`src/rtl/ahb_mtx_pkg.sv`:
```
// ahb_mtx_pkg: shared encodings and helpers for the AHB bus-matrix output stage.
//
// Contents:
//   htrans_e      AHB transfer type encodings (IDLE, BUSY, NONSEQ, SEQ).
//   hburst_e      AHB burst type encodings (SINGLE .. INCR16).
//   REMAIN_W      width of the burst beat-remaining counter.
//   burst_remain  beats still to be held after the NONSEQ beat of a burst.
package ahb_mtx_pkg;

    typedef enum logic [1:0] {
        TransIdle   = 2'b00,
        TransBusy   = 2'b01,
        TransNonseq = 2'b10,
        TransSeq    = 2'b11
    } htrans_e;

    typedef enum logic [2:0] {
        BurstSingle = 3'b000,
        BurstIncr   = 3'b001,
        BurstWrap4  = 3'b010,
        BurstIncr4  = 3'b011,
        BurstWrap8  = 3'b100,
        BurstIncr8  = 3'b101,
        BurstWrap16 = 3'b110,
        BurstIncr16 = 3'b111
    } hburst_e;

    localparam int unsigned REMAIN_W = 4;

    // Value loaded on the NONSEQ beat. Hold drops on the SEQ that finds the
    // count already at zero, i.e. on the final beat of a fixed-length burst.
    function automatic logic [REMAIN_W-1:0] burst_remain(input hburst_e burst);
        logic [REMAIN_W-1:0] remain;
        case (burst)
            BurstWrap4, BurstIncr4:   remain = REMAIN_W'(2);
            BurstWrap8, BurstIncr8:   remain = REMAIN_W'(6);
            BurstWrap16, BurstIncr16: remain = REMAIN_W'(14);
            BurstIncr:                remain = REMAIN_W'(2);
            default:                  remain = '0;
        endcase
        return remain;
    endfunction

endpackage

```
`src/rtl/ahb_mtx_rr_pick.sv`:
```
// ahb_mtx_rr_pick: combinational rotating picker.
//
// Searches mask_i starting at index start_i, wrapping modulo NUM_PORTS, and
// returns the first set position.
//
// Ports:
//   mask_i   [NUM_PORTS-1:0]  candidate set
//   start_i  [PORT_W-1:0]     first index examined
//   valid_o                   at least one candidate found
//   idx_o    [PORT_W-1:0]     index of the chosen candidate (0 when none)
module ahb_mtx_rr_pick #(
    parameter int unsigned NUM_PORTS = 4,
    parameter int unsigned PORT_W    = 2
) (
    input  logic [NUM_PORTS-1:0] mask_i,
    input  logic [PORT_W-1:0]    start_i,
    output logic                 valid_o,
    output logic [PORT_W-1:0]    idx_o
);

    logic [PORT_W-1:0] pos;

    always_comb begin
        valid_o = 1'b0;
        idx_o   = '0;
        pos     = '0;
        for (int unsigned k = 0; k < NUM_PORTS; k++) begin
            pos = PORT_W'((32'(start_i) + k) % NUM_PORTS);
            if (!valid_o && mask_i[pos]) begin
                valid_o = 1'b1;
                idx_o   = pos;
            end
        end
    end

endmodule

```
`src/rtl/ahb_mtx_qos_arbiter.sv`:
```
// ahb_mtx_qos_arbiter: output-stage arbiter for the AHB bus matrix.
//
// Shares one slave port among NUM_PORTS input stages with burst-aware and
// lock-aware rotating priority, a static high-priority class and, when the
// QOS_STARVE_EN macro is defined, anti-starvation escalation via per-port wait
// counters. Without QOS_STARVE_EN, starve_flag is tied low and STARVE_LIMIT /
// CNT_W have no effect.
//
// Ports:
//   HCLK          clock, all state on the rising edge
//   HRESET        synchronous active-high reset
//   req_port      per-port request
//   prio_port     per-port high-priority class flag
//   HREADYM       output transfer done; gates every state update
//   HSELM         output slave select
//   HTRANSM       output transfer type
//   HBURSTM       output burst type
//   HMASTLOCKM    output locked transfer
//   addr_in_port  selected input port (registered)
//   no_port       no input port selected (registered)
//   starve_flag   per-port escalation status (registered)
module ahb_mtx_qos_arbiter
    import ahb_mtx_pkg::*;
#(
    parameter int unsigned NUM_PORTS    = 4,
    parameter int unsigned PORT_W       = 2,
    parameter int unsigned STARVE_LIMIT = 16,
    parameter int unsigned CNT_W        = 5
) (
    input  logic                 HCLK,
    input  logic                 HRESET,
    input  logic [NUM_PORTS-1:0] req_port,
    input  logic [NUM_PORTS-1:0] prio_port,
    input  logic                 HREADYM,
    input  logic                 HSELM,
    input  logic [1:0]           HTRANSM,
    input  logic [2:0]           HBURSTM,
    input  logic                 HMASTLOCKM,
    output logic [PORT_W-1:0]    addr_in_port,
    output logic                 no_port,
    output logic [NUM_PORTS-1:0] starve_flag
);

    htrans_e trans;
    hburst_e burst;

    assign trans = htrans_e'(HTRANSM);
    assign burst = hburst_e'(HBURSTM);

    // ------------------------------------------------------------------
    // Burst hold tracking
    // ------------------------------------------------------------------
    logic [REMAIN_W-1:0] remain_q, remain_d;
    logic                hold_q, hold_d;
    logic [1:0]          incr_cnt_q, incr_cnt_d;

    always_comb begin
        remain_d = remain_q;
        hold_d   = hold_q;
        if (!HSELM) begin
            remain_d = '0;
            hold_d   = 1'b0;
        end else begin
            unique case (trans)
                TransNonseq: begin
                    if (burst == BurstSingle) begin
                        remain_d = '0;
                        hold_d   = 1'b0;
                    end else if (burst == BurstIncr) begin
                        // Back-to-back short INCR bursts give up the bus early.
                        remain_d = burst_remain(burst);
                        hold_d   = (incr_cnt_q != 2'd1);
                    end else begin
                        remain_d = burst_remain(burst);
                        hold_d   = 1'b1;
                    end
                end
                TransSeq: begin
                    if (remain_q == '0) begin
                        hold_d = 1'b0;
                    end else begin
                        remain_d = remain_q - REMAIN_W'(1);
                    end
                end
                TransBusy: begin
                    remain_d = remain_q;
                    hold_d   = hold_q;
                end
                TransIdle: begin
                    remain_d = '0;
                    hold_d   = 1'b0;
                end
                default: begin
                    remain_d = '0;
                    hold_d   = 1'b0;
                end
            endcase
        end

        incr_cnt_d = incr_cnt_q;
        if (!hold_d) begin
            incr_cnt_d = '0;
        end else if (trans == TransNonseq && hold_q) begin
            incr_cnt_d = incr_cnt_q + 2'd1;
        end
    end

    // ------------------------------------------------------------------
    // Wait counters / escalation
    // ------------------------------------------------------------------
    logic [PORT_W-1:0]    addr_q, addr_d;
    logic                 no_port_q, no_port_d;
    logic [NUM_PORTS-1:0] starve;

`ifdef QOS_STARVE_EN
    logic [NUM_PORTS-1:0][CNT_W-1:0] wait_q, wait_d;

    always_comb begin
        for (int unsigned i = 0; i < NUM_PORTS; i++) begin
            starve[i] = (wait_q[i] == CNT_W'(STARVE_LIMIT));
        end
    end

    // A port stops waiting once it is either the current or the new grant.
    always_comb begin
        for (int unsigned i = 0; i < NUM_PORTS; i++) begin
            wait_d[i] = wait_q[i];
            if (!req_port[i] || (!no_port_q && addr_q == PORT_W'(i)) ||
                (!no_port_d && addr_d == PORT_W'(i))) begin
                wait_d[i] = '0;
            end else if (wait_q[i] != CNT_W'(STARVE_LIMIT)) begin
                wait_d[i] = wait_q[i] + CNT_W'(1);
            end
        end
    end

    always_ff @(posedge HCLK) begin
        if (HRESET) begin
            wait_q <= '0;
        end else if (HREADYM) begin
            wait_q <= wait_d;
        end
    end
`else
    logic unused_cfg;

    assign starve     = '0;
    assign unused_cfg = (STARVE_LIMIT == CNT_W);
`endif

    // ------------------------------------------------------------------
    // Grant selection
    // ------------------------------------------------------------------
    logic [PORT_W-1:0] start_ptr;
    logic              esc_valid, prio_valid, any_valid;
    logic [PORT_W-1:0] esc_idx, prio_idx, any_idx;

    // Start one past the current grant so the current port is checked last.
    always_comb begin
        if (no_port_q || addr_q == PORT_W'(NUM_PORTS - 1)) begin
            start_ptr = '0;
        end else begin
            start_ptr = addr_q + PORT_W'(1);
        end
    end

    ahb_mtx_rr_pick #(
        .NUM_PORTS (NUM_PORTS),
        .PORT_W    (PORT_W)
    ) u_pick_esc (
        .mask_i  (req_port & starve),
        .start_i (start_ptr),
        .valid_o (esc_valid),
        .idx_o   (esc_idx)
    );

    ahb_mtx_rr_pick #(
        .NUM_PORTS (NUM_PORTS),
        .PORT_W    (PORT_W)
    ) u_pick_prio (
        .mask_i  (req_port & prio_port),
        .start_i (start_ptr),
        .valid_o (prio_valid),
        .idx_o   (prio_idx)
    );

    ahb_mtx_rr_pick #(
        .NUM_PORTS (NUM_PORTS),
        .PORT_W    (PORT_W)
    ) u_pick_any (
        .mask_i  (req_port),
        .start_i (start_ptr),
        .valid_o (any_valid),
        .idx_o   (any_idx)
    );

    always_comb begin
        addr_d    = addr_q;
        no_port_d = no_port_q;
        // Lock and burst hold beat escalation: the grant never moves mid-burst.
        if (!HMASTLOCKM && !hold_d) begin
            if (esc_valid) begin
                addr_d    = esc_idx;
                no_port_d = 1'b0;
            end else if (prio_valid) begin
                addr_d    = prio_idx;
                no_port_d = 1'b0;
            end else if (any_valid) begin
                addr_d    = any_idx;
                no_port_d = 1'b0;
            end else if (!HSELM) begin
                no_port_d = 1'b1;
            end
        end
    end

    // ------------------------------------------------------------------
    // State registers
    // ------------------------------------------------------------------
    always_ff @(posedge HCLK) begin
        if (HRESET) begin
            remain_q   <= '0;
            hold_q     <= 1'b0;
            incr_cnt_q <= '0;
            addr_q     <= '0;
            no_port_q  <= 1'b1;
        end else if (HREADYM) begin
            remain_q   <= remain_d;
            hold_q     <= hold_d;
            incr_cnt_q <= incr_cnt_d;
            addr_q     <= addr_d;
            no_port_q  <= no_port_d;
        end
    end

    assign addr_in_port = addr_q;
    assign no_port      = no_port_q;
    assign starve_flag  = starve;

endmodule

```
`config.mk`:
```
export PLATFORM = sky130hd
export DESIGN_NAME = ahb_mtx_qos_arbiter
export DESIGN_NICKNAME = d
export VERILOG_FILES = /design/src/rtl/ahb_mtx_pkg.sv /design/src/rtl/ahb_mtx_rr_pick.sv /design/src/rtl/ahb_mtx_qos_arbiter.sv
export SDC_FILE = /design/constraint.sdc
export NUM_CORES = 1
export LEC_CHECK = 0
export CORE_MARGIN = 2
export CORE_UTILIZATION = 29
export CTS_BUF_LIST = sky130_fd_sc_hd__clkbuf_8
export DETAILED_ROUTE_END_ITERATION = 7
export DONT_BUFFER_PORTS = 1
export SYNTH_ARGS = -nofsm -noshare
export SYNTH_HDL_FRONTEND = slang
export SYNTH_SLANG_ARGS = --single-unit
```
`constraint.sdc`:
```
create_clock -name HCLK -period 2.3 [get_ports HCLK]
set_input_delay 0.23 -clock HCLK [delete_from_list [all_inputs] [get_ports HCLK]]
set_output_delay 0.23 -clock HCLK [all_outputs]
set_load 0.005 [all_outputs]
```
Word-level counts from Yosys, hierarchy flattened
Index checks and enable logic that the tools add are counted.

$add $sub $neg: 6. Magnitude comparators: 4. Eq/ne operators: 16. Muxes and demuxes: 69. Bitwise gates (word level): 1. Reduce and logical (&&, ||, !) cells: 34.

Operators by type and width (count): two-way mux 2 bit (18); two-way mux 1 bit (32); binary-select mux 1 bit (select 2 bit) (12); case mux 4 bit (3 select lines) (2); two-way mux 4 bit (4); equality test 3 bit, second input constant (4); less-than comparator 2 x 3 -> 1 bit, second input constant (4); logical AND 1 bit (11); zero test 1 bit (11); AND reduction 3 bit (3); adder 2 x 1 -> 2 bit, second input constant (3); equality test 2 bit, second input constant (3); equality test 3 x 2 -> 1 bit, second input constant (2); OR reduction 2 bit (3); adder 2 bit, second input constant (2); bitwise AND 4 bit (1); zero test 4 bit (1); inequality test 2 x 1 -> 1 bit, second input constant (2); inequality test 4 x 1 -> 1 bit, second input constant (1); case mux 1 bit (4 select lines) (1); subtractor 4 x 1 -> 4 bit, second input constant (1); equality test 3 x 1 -> 1 bit, second input constant (1); zero test 3 bit (1); inequality test 3 bit, second input constant (1); other kinds (6) (6).

Register bits: 10. Input bits: 18. Output and inout port bits: 7. Word-level logic and storage cells: 135.

Longest topological paths before layout
Word-level depth: 18. Depth in mapped cells: 8. Depth with buffers taken out: 8.

By module
A second synthesis with hierarchy kept.

Cells, all modules: 144. Area total of the unflattened synthesis: 1056.0 sq um.

Modules (own cells, without submodules): ahb_mtx_qos_arbiter (instances 1, cells each 99, area an instance 823.3 sq um, sequential area each 200.2 sq um); ahb_mtx_rr_pick (instances 3, cells each 15, area an instance 77.6 sq um, sequential area each 0.0 sq um).

Least setup slack after synthesis
Ideal clock, no wire load.

Path kind: register -> register. Start: register addr_q[0] (netlist: addr_in_port[0]). End: register addr_q[1] (netlist: addr_in_port[1]). Setup time: 0.091 ns. Arrival: 2.059 ns. Required time: 2.209 ns. Setup slack: 0.150 ns. Stages on the path, launching flop included: 7. Period minus slack after synthesis: 2.150 ns. Cell sequence: dfxtp_1 -> ha_1 -> or3b_4 -> or3_4 -> a32oi_2 -> a311oi_1 -> a311oi_1.

Cells in the longest elaborated chain, start to end: 18. Elaborated cells between the ends (all ways): 78.

RTL lines: from (decl) (RTL line ahb_mtx_qos_arbiter.sv:111) `logic [PORT_W-1:0] addr_q, addr_d;`; from (signal assigned) (RTL line ahb_mtx_qos_arbiter.sv:231) `addr_q <= addr_d;`; branches (longest 2 deep; another with adder 2 x 1 -> 2 bit); two-way mux 2 bit * (RTL line ahb_mtx_qos_arbiter.sv:160) `if (no_port_q || addr_q == PORT_W'(NUM_PORTS - 1)) begin`; branches (longest 15 deep; another with adder 2 x 1 -> 2 bit).

Every way passes the cells marked *. The select of a mux whose other input is x is not followed. A chain may end at the register's enable or synchronous reset.

Final worst setup path
Start: register addr_q[0] (netlist: addr_in_port[0]). End: register addr_q[0] (netlist: addr_in_port[0]).

Same word-level chain as after synthesis.

==> impl_metrics.csv <==
group,metric,value,unit
yosys,synth_top_area_cell,"dfxtp_1",
worst_setup_path,cp.required,2.40,ns
worst_setup_path,worstReg2RegEnd,"addr_in_port[0]",
timing,fin_crit,2.23,ns
worst_setup_path,r2r_cells,7,
worst_setup_path,cpPeakStageDelay,0.38,ns
yosys,synth_top_cell_area_share,0.168,
cells_and_area,n_fill_cell,442,
worst_setup_path,r2r-start,"addr_in_port[0]",
worst_setup_path,crit_type,"reg -> reg",
worst_setup_path,path_cells,"ha_4 -> or3b_4 -> or3_4 -> nand3_1 -> a2111oi_2 -> nor4b_1 -> a211oi_1",
clock_tree,cts_hold_buffers,0,
worst_hold_path,hold_class,"in -> reg",
clock_tree,tritoncts,"built",
cells_and_area,utilization,0.342,
cells_and_area,n_antenna_cell,0,
placed_design,portBuffers,0,
yosys,ys_top_cells_by_area,"dfxtp_1 (17%), ha_1 (9.4%), nand2_1 (5.3%), nor2_1 (5.3%), a21oi_1 (5.0%)",
pwr,p_leak,0.514,nW
worst_setup_path,cp-end-kind,"flip-flop",
worst_setup_path,crit_start,"addr_in_port[0]",
cells_and_area,fin_nets,198,
detailed_routing,drtPass1Iterations,4,
worst_hold_path,min_path_cells,1,
floorplan,dieArea,4650,sq um
grt,grt_pass1_vias,1049,
timing,setup-violations-final,0,
yosys,syn_area,1190,sq um
floorplan,fp.dieW,68.2,microns
yosys,synthCells,165,
detailed_routing,detail-route-antenna-nets,0,
cells_and_area,seq_area,200,sq um
detailed_routing,wl_per_cell,13.4,microns
pwr,p_per_area,453,nW/um^2
worst_setup_path,regToRegSetupSlack,0.07,ns
clock_tree,clkSinkCount,10,
timing,fin_hold_ws,0.0581,ns
grt,met1_usage,0.164,
grt,grt_busiest_layer,"met2",
detailed_routing,routed_wirelength,2960,microns
yosys,ys_seq_area_frac,0.168,
grt,grt_max_degree,21,
timing,finalCritPeriodShare,0.972,
outcome,status,"completed",
timing,slew_violations,0,
yosys,async_flop_share,0,
clock_tree,cts-root-buf,"clkbuf_8",
grt,met2_usage,0.218,
timing,hold_viol,0,
clock_tree,cts_buffers,3,
yosys,synthFlopType,"dfxtp_1",
placed_design,place_ws,0.0111,ns
cells_and_area,area_delta_synth_final,13.6,%
floorplan,core_area,3970,sq um
pwr,ir_worst_vdd,0.000217,V
floorplan,row_count,23,
timing,clock.fmax,0.447,GHz
worst_setup_path,worstPathMaxFanout,8,
yosys,ys_seq_elements,10,
worst_hold_path,hp-start,"HRESET",
grt,antenna_found_initial,0,
clock_tree,post_cts_buffers,0,
clock_tree,path_clk_slew,0.05,ns
placed_design,dp_hpwl,2200,microns
clock_tree,max-clock-path-buffers,2,
grt,grt.met3_usage,0.0164,
clock_tree,clk_latency,0.24,ns
flow_run,cap_viol_max_count,0,
yosys,yosys-top-cells-count,"nand2_1 (17), nor2_1 (17), a21oi_1 (12)",
worst_setup_path,crit_arrival,2.34,ns
placed_design,routabilityCongestion,0.893,
yosys,synth_edf_count,0,
grt,overflow,0,
cells_and_area,multi_input_area,931,sq um
yosys,yosysWarnings,0,
yosys,syn-mean-instance-area,7.24,sq um
detailed_routing,num_vias,1186,
floorplan,die_h,68.2,microns
grt,grt_pass1_wl,4620,microns
worst_hold_path,whs_endpoint,"incr_cnt_q[0]",
yosys,synth_cell_type_count,54,
grt,grt_usage,0.129,
clock_tree,htreeDepth,1,
floorplan,ios,25,
detailed_routing,drtIter0Drc,49,
worst_setup_path,slowest_stage,"or3b_4",
detailed_routing,drc,0,
floorplan,start_util,0.301,
timing,fin_skew,0.00303,ns
worst_setup_path,worst_setup_path_start_kind,"flip-flop",
timing,fin_ws,0.0651,ns
detailed_routing,vias_per_cell,5.39,
cells_and_area,drive_above_1_share,0.159,
-- final cells by class --
class | count | area share
flip-flops and latches | 10 | 0.147
multi-input cells | 138 | 0.686
repair buffers | 11 | 0.0608
inverters | 7 | 0.0194
well taps | 50 | 0.0461
clock buffers | 4 | 0.0406
-- power breakdown --
group / switching (mW) / internal, mW / total [mW] / leakage, nW
Combinational: 0.107 / 0.0968 / 0.204 / 0.404
Clock: 0.0694 / 0.150 / 0.220 / 0.0288
Sequential: 0.00931 / 0.181 / 0.191 / 0.0816
Total: 0.186 / 0.429 / 0.615 / 0.514
-- cells in the final DEF, fill, tap and decap left out, drive strengths merged, types with 2 or more instances in the layout --
master,n
o22ai,4
buf,11
a21o,2
nand3,7
nand2,17
nor2,17
a31oi,2
a22oi,2
mux2,2
a311oi,3
dfxtp,10
inv,7
nand3b,2
nor2b,2
o21ai,8
nor4b,2
nand2b,6
o21ba,2
nor3,5
mux2i,2
o211ai,2
clkbuf,4
ha,9
a21oi,12
a211oi,2
conb,4
or3b,2
or3,2
-- worst max path at each step --
| stage | to | slack, ns |
|---|---|---|
| detailed placement | addr_in_port[1] | 0.01 |
| global route | addr_in_port[1] | -0.01 |
| finish | addr_in_port[0] | 0.07 |
| CTS | addr_in_port[1] | 0.01 |
| global placement | addr_in_port[1] | -0.04 |
| floorplan | addr_in_port[1] | 0.15 |
-- registers in the layout, indices dropped and copies added (netlist names) --
| name | flops |
|---|---|
| remain_q | 4 |
| addr_in_port | 2 |
| incr_cnt_q | 2 |
| hold_q | 1 |
| no_port | 1 |
-- critical path, delay by kind of cell, from the launching register on --
family | cells | cell delay (ns)
AND/OR/NAND/NOR | 4 | 1.24
flip-flops | 1 | 0.33
adder cells (fa/ha/maj) | 1 | 0.31
AO/OA/AOI/OAI | 2 | 0.21
-- cells by family after synthesis --
group,Yosys count,synth area share
and+or+nand+nor,69,0.307
AOI/OAI and AO/OA,51,0.302
buffers and inverters,20,0.0838
DFF,10,0.168
adders and majority gates,9,0.0942
muxes,4,0.0356
other,1,0.00314
xor gates and xnor gates,1,0.00733
-- through the flow --
step / TNS (ns) / area [sq um] / power, mW / cells
detailed placement: 0 / 1280 / 0.387 / 216
global placement: -0.0387 / 1280 / 0.388 / 216
CTS: 0 / 1340 / 0.605 / 220
floorplan: 0 / 1210 / 0.351 / 168
finish: 0 / 1360 / 0.615 / 220
global route: -0.0109 / 1360 / 0.649 / 220
-- layer usage --
| layer | part of all wire | wire length (microns) | vias to the layer above |
|---|---|---|---|
| met5 | 0 | 0 | - |
| met4 | 0.0051 | 15 | 0 |
| met3 | 0.057 | 168 | 2 |
| met2 | 0.46 | 1350 | 36 |
| met1 | 0.48 | 1430 | 537 |
| li1 | - | - | 611 |
-- repair_timing --
action | 4_1_cts | 5_1_grt
setup endpoints to repair | 2 | 2
resized for setup | 1 | 3
pin swaps | 0 | 2
Note: power is estimated with default switching activity, not from simulation.
